==> config.mk <==
export PLATFORM = sky130hd
export DESIGN_NAME = packer_fsm
export DESIGN_NICKNAME = d
export VERILOG_FILES = /design/src/rtl/unpack_pkg.sv /design/src/rtl/packer_accum.sv /design/src/rtl/packer_fsm.sv
export SDC_FILE = /design/constraint.sdc
export NUM_CORES = 2
export LEC_CHECK = 0
export BUFFER_PORTS_ARGS = -buffer_cell sky130_fd_sc_hd__buf_2
export CAP_MARGIN = 20
export CORE_AREA = 2 2 616 618
export DETAILED_ROUTE_END_ITERATION = 12
export DIE_AREA = 0 0 618 620
export GPL_ROUTABILITY_DRIVEN = 0
export PLACE_DENSITY = 0.45
export SETUP_SLACK_MARGIN = 0.2
export SLEW_MARGIN = 20
export SYNTH_ARGS = -nofsm -noshare
export SYNTH_HDL_FRONTEND = slang
export SYNTH_SLANG_ARGS = --single-unit
export TNS_END_PERCENT = 100
==> constraint.sdc <==
create_clock -name clk -period 4.65 [get_ports clk]
set_input_delay 0.93 -clock clk [delete_from_list [all_inputs] [get_ports clk]]
set_output_delay 0.93 -clock clk [all_outputs]
set_load 0.005 [all_outputs]
==> src/rtl/unpack_pkg.sv <==
// Shared constants and types for the 32B<->160B packer/unpacker pair.
// WORD_BYTES : bytes per narrow word; PACK_WORDS : words per wide beat.
// beat_t     : payload of one wide output beat (framing, byte count, data).
package unpack_pkg;

  localparam int unsigned WORD_BYTES = 32;
  localparam int unsigned PACK_WORDS = 5;
  localparam int unsigned BEAT_BYTES = WORD_BYTES * PACK_WORDS;
  localparam int unsigned VBC_W      = 8;
  localparam int unsigned WORD_W     = WORD_BYTES * 8;
  localparam int unsigned BEAT_W     = BEAT_BYTES * 8;
  // The last word of a beat never enters the accumulator, so it holds one less.
  localparam int unsigned ACC_WORDS  = PACK_WORDS - 1;
  localparam int unsigned ACC_W      = ACC_WORDS * WORD_W;
  localparam int unsigned CNT_W      = 3;

  typedef enum logic [1:0] {
    IDLE  = 2'd0,
    ACCUM = 2'd1,
    DROP  = 2'd2
  } packer_state_e;

  typedef struct packed {
    logic              sop;
    logic              eop;
    logic [VBC_W-1:0]  vbc;
    logic [BEAT_W-1:0] data;
  } beat_t;

endpackage

==> src/rtl/packer_accum.sv <==
// Word accumulator for packer_fsm: a left-shifting register of ACC_WORDS
// slices plus an occupancy count.
// Ports:
//   clk, reset_L : clock, async active-low reset
//   shift        : push word into slice 0, older words move up one slice
//   clear        : empty the accumulator (applied before a same-cycle shift)
//   word         : incoming 256b word
//   slices       : accumulator contents, slice 0 in the low bits
//   cnt          : number of occupied slices, 0..ACC_WORDS
module packer_accum
  import unpack_pkg::*;
(
  input  logic              clk,
  input  logic              reset_L,
  input  logic              shift,
  input  logic              clear,
  input  logic [WORD_W-1:0] word,
  output logic [ACC_W-1:0]  slices,
  output logic [CNT_W-1:0]  cnt
);

  logic [ACC_W-1:0] base_slices;
  logic [CNT_W-1:0] base_cnt;
  logic [ACC_W-1:0] slices_nxt;
  logic [CNT_W-1:0] cnt_nxt;

  // Clear first so that clear+shift starts a fresh beat with this word.
  always_comb begin
    base_slices = clear ? '0 : slices;
    base_cnt    = clear ? '0 : cnt;
    slices_nxt  = base_slices;
    cnt_nxt     = base_cnt;
    if (shift) begin
      slices_nxt = {base_slices[ACC_W-WORD_W-1:0], word};
      cnt_nxt    = base_cnt + CNT_W'(1);
    end
  end

  always_ff @(posedge clk or negedge reset_L) begin
    if (!reset_L) begin
      slices <= '0;
      cnt    <= '0;
    end else begin
      slices <= slices_nxt;
      cnt    <= cnt_nxt;
    end
  end

endmodule

==> src/rtl/packer_fsm.sv <==
// Packs a stream of 32-byte words into 160-byte beats, keeping sop/eop
// framing and byte counts. First word of a beat lands in the highest
// occupied slice, last word in slice 0 (right-aligned).
// Optional build macro PACKER_ERR_CHK_EN adds protocol checking: an err
// pulse output and a DROP state that discards the rest of a bad packet.
// Ports:
//   clk, reset_L        : clock, async active-low reset
//   val/sop/eop/vbc/data: input word and framing; taken when val && ready
//   ready               : input can be accepted (no pending beat, or it drains)
//   o_rdy               : downstream accepts the beat
//   o_val/o_sop/o_eop/o_vbc/o_data : registered output beat
//   idle                : no packet in progress and no beat pending
//   err                 : (PACKER_ERR_CHK_EN only) one-cycle violation pulse
module packer_fsm
  import unpack_pkg::*;
(
  input  logic              clk,
  input  logic              reset_L,
  input  logic              val,
  input  logic              sop,
  input  logic              eop,
  input  logic [VBC_W-1:0]  vbc,
  input  logic [WORD_W-1:0] data,
  output logic              ready,
  input  logic              o_rdy,
  output logic              o_val,
  output logic              o_sop,
  output logic              o_eop,
  output logic [VBC_W-1:0]  o_vbc,
  output logic [BEAT_W-1:0] o_data,
  output logic              idle
`ifdef PACKER_ERR_CHK_EN
  ,
  output logic              err
`endif
);

  packer_state_e    state, state_nxt;
  logic             first_sop_q, first_sop_nxt;
  logic             accept;
  logic             shift, clear;
  logic [ACC_W-1:0] slices;
  logic [CNT_W-1:0] cnt;
  logic             take_word, new_pkt, flush;
  logic [ACC_W-1:0] use_slices;
  logic [CNT_W-1:0] use_cnt;
  logic             sop_first;
  logic [VBC_W-1:0] word_bytes;
  beat_t            beat_d, beat_q;
  logic             o_val_q;
`ifdef PACKER_ERR_CHK_EN
  logic             viol;
  logic             err_nxt;
  logic             err_q;
`endif

  assign ready  = !o_val_q || o_rdy;
  assign accept = val && ready;
  assign idle   = (state == IDLE) && !o_val_q;

  assign o_val  = o_val_q;
  assign o_sop  = beat_q.sop;
  assign o_eop  = beat_q.eop;
  assign o_vbc  = beat_q.vbc;
  assign o_data = beat_q.data;
`ifdef PACKER_ERR_CHK_EN
  assign err    = err_q;
`endif

  packer_accum u_accum (
    .clk     (clk),
    .reset_L (reset_L),
    .shift   (shift),
    .clear   (clear),
    .word    (data),
    .slices  (slices),
    .cnt     (cnt)
  );

  // Next-state, accumulator control and beat assembly.
  always_comb begin
    state_nxt     = state;
    first_sop_nxt = first_sop_q;
    shift         = 1'b0;
    clear         = 1'b0;
    flush         = 1'b0;
    take_word     = 1'b0;
    new_pkt       = 1'b0;
    beat_d        = '0;
    use_slices    = slices;
    use_cnt       = cnt;
    sop_first     = first_sop_q;
    // Only the packet's last word may be short; others always count as full.
    word_bytes    = eop ? vbc : VBC_W'(WORD_BYTES);
`ifdef PACKER_ERR_CHK_EN
    viol          = 1'b0;
    err_nxt       = 1'b0;
`endif

    if (accept) begin
`ifdef PACKER_ERR_CHK_EN
      viol = (state != DROP) &&
             (((state == IDLE) && !sop) ||
              ((state == ACCUM) && sop) ||
              (!eop && (vbc != VBC_W'(WORD_BYTES))) ||
              (vbc > VBC_W'(WORD_BYTES)));
      if (state == DROP) begin
        if (eop) state_nxt = IDLE;
      end else if (viol) begin
        err_nxt = 1'b1;
        if (state == ACCUM) begin
          clear         = 1'b1;
          first_sop_nxt = 1'b0;
          // An offending eop word already closes the packet.
          state_nxt     = eop ? IDLE : DROP;
        end
      end else begin
        take_word = (vbc != '0);
        new_pkt   = (state == IDLE);
      end
`else
      // Stray non-sop words in IDLE are dropped; sop in ACCUM restarts.
      take_word = (vbc != '0) && (sop || (state == ACCUM));
      new_pkt   = sop;
`endif
    end

    if (take_word) begin
      if (new_pkt) begin
        use_slices = '0;
        use_cnt    = '0;
        sop_first  = 1'b1;
      end
      if (eop || (use_cnt == CNT_W'(ACC_WORDS))) begin
        flush         = 1'b1;
        clear         = 1'b1;
        beat_d.sop    = sop_first;
        beat_d.eop    = eop;
        beat_d.vbc    = VBC_W'(WORD_BYTES * use_cnt) + word_bytes;
        beat_d.data   = {use_slices, data};
        first_sop_nxt = 1'b0;
        state_nxt     = eop ? IDLE : ACCUM;
      end else begin
        shift         = 1'b1;
        clear         = new_pkt;
        first_sop_nxt = sop_first;
        state_nxt     = ACCUM;
      end
    end
  end

  // State register.
  always_ff @(posedge clk or negedge reset_L) begin
    if (!reset_L) begin
      state       <= IDLE;
      first_sop_q <= 1'b0;
    end else begin
      state       <= state_nxt;
      first_sop_q <= first_sop_nxt;
    end
  end

  // Output beat register; a flush may replace a beat being taken this cycle.
  always_ff @(posedge clk or negedge reset_L) begin
    if (!reset_L) begin
      o_val_q <= 1'b0;
      beat_q  <= '0;
    end else if (flush) begin
      o_val_q <= 1'b1;
      beat_q  <= beat_d;
    end else if (o_rdy) begin
      o_val_q <= 1'b0;
    end
  end

`ifdef PACKER_ERR_CHK_EN
  always_ff @(posedge clk or negedge reset_L) begin
    if (!reset_L) err_q <= 1'b0;
    else          err_q <= err_nxt;
  end
`endif

endmodule

==> impl_results.md <==
* Status: complete, no violations
* Clock Pin Slew Worst Setup and Hold Paths at 0.06 ns
* Critical Path Sink Type: flip-flop
* # Max-Cap Violations at 0
* Slew Viols, Final at 0
* Final setup viols at 0
* Worst min-delay path category: primary input to flip-flop
* Pin count of the biggest net entering global routing at 154
* CTS buffer count at between 200 and 300
* Die height at 620 µm
* Cts hold-fix bufs at 1
* DR vias/cell at about 4.4
* WP data arrival at 3.76 ns
* CTS Buffer Depth at 4
* Max Freq at between 300 and 400 MHz
* Area Growth Syn to Fin at 26.2%
* Synthesized flop and latch total at 2320
* Die X at 618 µm
* Cell taking the most area after synthesis: dfrtp_1
* Main synth FF type: dfrtp_1
* PortBufs at 1562
* VDD IR-drop max at about 0.00025 V
* Synth Net Count at 8914
* Synth Cell Area at 86200 µm²
* Clk_lat worst skew at 0.88 ns
* Setup tns final at 0 ns
* Hold Vio Cnt, Final at 0
* Total track usage at 17.6%
* DP HPWL at 260 mm
* H-tree depth at 5
* Synth async-reset ratio at 100%
* Power Density at between 400 and 500 nW/µm²
* Global-route wire length before repair at roughly 500 mm
* Final #Nets at 10300
* Clock sink count at 2320
* Period utilization at between 60% and 70%
* Placed cells at 14800
* WL per Instance at ~23 µm
* Post-route ant nets at 0
* Largest fanout on the critical path at 51
* Layout cell share with drive strength beyond 1 at 21.4%
* Slew @ Worst Pin at 1.05 ns
* Sequential fraction of the synthesis area at 67.3%
* Met3 WL at slightly above 20 mm
* M1 WL at 152 mm
* Clock skew at 0.0453 ns
* Leakage at 54.4 nW
* Hold Slack at 0.253 ns
* DRC errors left at 0
* CP startpoint kind: flip-flop
* Core box area at 377000 µm²
* Slew HR at 29.9%
* Synth top area share at between 60% and 70%
* Yosys warns at 0
* Synth top area cells: dfrtp_1 67%, nand2_1 16%, o21ai_0 6.1%
* Final WL at 350 mm
* Initial cell density of the core at 22.9%
* WP data required at 5.36 ns
* Number of synthesized flops with an enable pin at 0
* # IOs at 1563
* CTS root buf: clkbuf_16
* Post-CTS setup buffers at 0
* Vias in the first global route at 65400
* GRT overflow at 0
* Crit Path Class: flip-flop to flip-flop
* Initial DRC Count at 4942
* Total number of vias at 66600
* Core Rows at 226
* Cell variety after synth at 33
* Uppermost layer routed: met5
* Post-Synthesis Cells at around 8600
* Final std cells w/o fill at 15300
* TritonCTS clock tree: done
* Met2 wire len at 167 mm
* Syn avg cell area at around 10 µm²
* Drt pass-1 iters at 6
* Initial antenna violation count at 42
* RSZ-0062 raised after global routing: no
* Full die area at 383000 µm²
* Resized Gates After CTS at 0
* Tmin final at 3.05 ns
[per-layer routing]
metal / track usage [%] / vias to the layer above
met4: 5.30 / 8
met1: 23.2 / 33300
met2: 28.8 / 1682
met5: 0 / -
met3: 3.91 / 497
li1: - / 31100
[cells by family (layout without fill, tap and decap cells)]
group | after synthesis | in the layout | synth area share (%)
fa+ha+maj | 3 | 3 | 0.0522
simple gates | 3874 | 3874 | 17.3
compound gates | 1809 | 1809 | 11.7
other cells | 0 | 7 | 0
flops | 2320 | 2320 | 67.3
xor+xnor | 3 | 3 | 0.0305
buf+inv | 632 | 2266 | 3.66
[layout by cell type, fill, tap and decap left out, drive strengths merged]
master          n
nand2        3596
dfrtp        2320
buf          1775
o21ai        1540
clkbuf        412
a22o          263
nand3         257
clkinv         43
bufinv         17
inv            15
nor2            8
diode           7
and2            3
xnor2           3
clkinvlp        3
nand2b          2
a31oi           2
or4             2
ha              2
or3b            1
or2             1
o2111a          1
o21a            1
o2111ai         1
nor3            1
or3             1
nor3b           1
and4            1
a21oi           1
fa              1
dlygate4sd3     1
[state kept, by name, summed over array words and instances, names as in the netlist]
signal          flops
first_sop_q         1
o_data           1280
o_eop               1
o_sop               1
o_val               1
o_vbc               8
state               1
u_accum.cnt         3
u_accum.slices   1024
[report_power, final]
part / leakage [nW] / switching (mW) / total (mW) / internal [mW]
clock: 4.52 / 9.04 / 22.2 / 13.1
combinational: 18.5 / 5.42 / 7.97 / 2.56
sequential: 31.4 / 1.45 / 24.1 / 22.7
[stage by stage]
| stage | setup slack, ns | utilization [%] | area (µm²) | total power [mW] |
|---|---|---|---|---|
| global placement | 0.958 | 26.4 | 99600 | 32.5 |
| CTS | 1.63 | 28.8 | 109000 | 55.0 |
| finish | 1.60 | 28.9 | 109000 | 54.3 |
| global route | 1.47 | 28.9 | 109000 | 56.7 |
| detailed placement | 0.948 | 26.4 | 99600 | 32.6 |
| floorplan | 1.50 | - | 86200 | 27.5 |
[Yosys cell counts, drive strengths merged (2+ instances only)]
cell / n
nand3: 257
ha: 2
a31oi: 2
dfrtp: 2320
buf: 272
a22o: 263
nor2: 8
clkbuf: 358
xnor2: 3
nand2: 3596
or4: 2
inv: 2
o21ai: 1540
nand2b: 2
and2: 3
[final cells by class]
class / count / area [µm²]
flip-flops and latches: 2320 / 58100
well taps: 5016 / 6280
fillers: 40400 / 268000
clock inverters: 76 / 1080
inverters: 2 / 7.51
repair buffers: 1776 / 10200
clock buffers: 412 / 8140
diodes: 7 / 17.5
multi-input cells: 5689 / 25100
[worst max-delay path, cell delays in order, from the launching register on]
cell     delay, ns
dfrtp_1       0.40
or3b_2        0.48
a31oi_1       0.58
or3_4         0.29
buf_12        0.22
buf_4         0.51
o21ai_0       0.19
[path summary, 6_finish.rpt]
path	startpoint	to	slack, ns	depth (start not counted)
worst max-delay path	u_accum.cnt[0]$_DFF_PN0_	u_accum.slices[546]$_DFF_PN0_	1.60	6
worst min-delay path	data[131]	o_data[131]$_DFFE_PN0P_	0.25	3
worst max register to register	u_accum.cnt[0]$_DFF_PN0_	u_accum.slices[546]$_DFF_PN0_	1.60	6
worst min register to register	o_data[1206]$_DFFE_PN0P_	o_data[1206]$_DFFE_PN0P_	0.46	2
max in group asynchronous	reset_L	o_data[970]$_DFFE_PN0P_	2.54	3
min in group asynchronous	reset_L	o_data[1156]$_DFFE_PN0P_	0.61	2
Note: power is estimated with default switching activity, not from simulation.
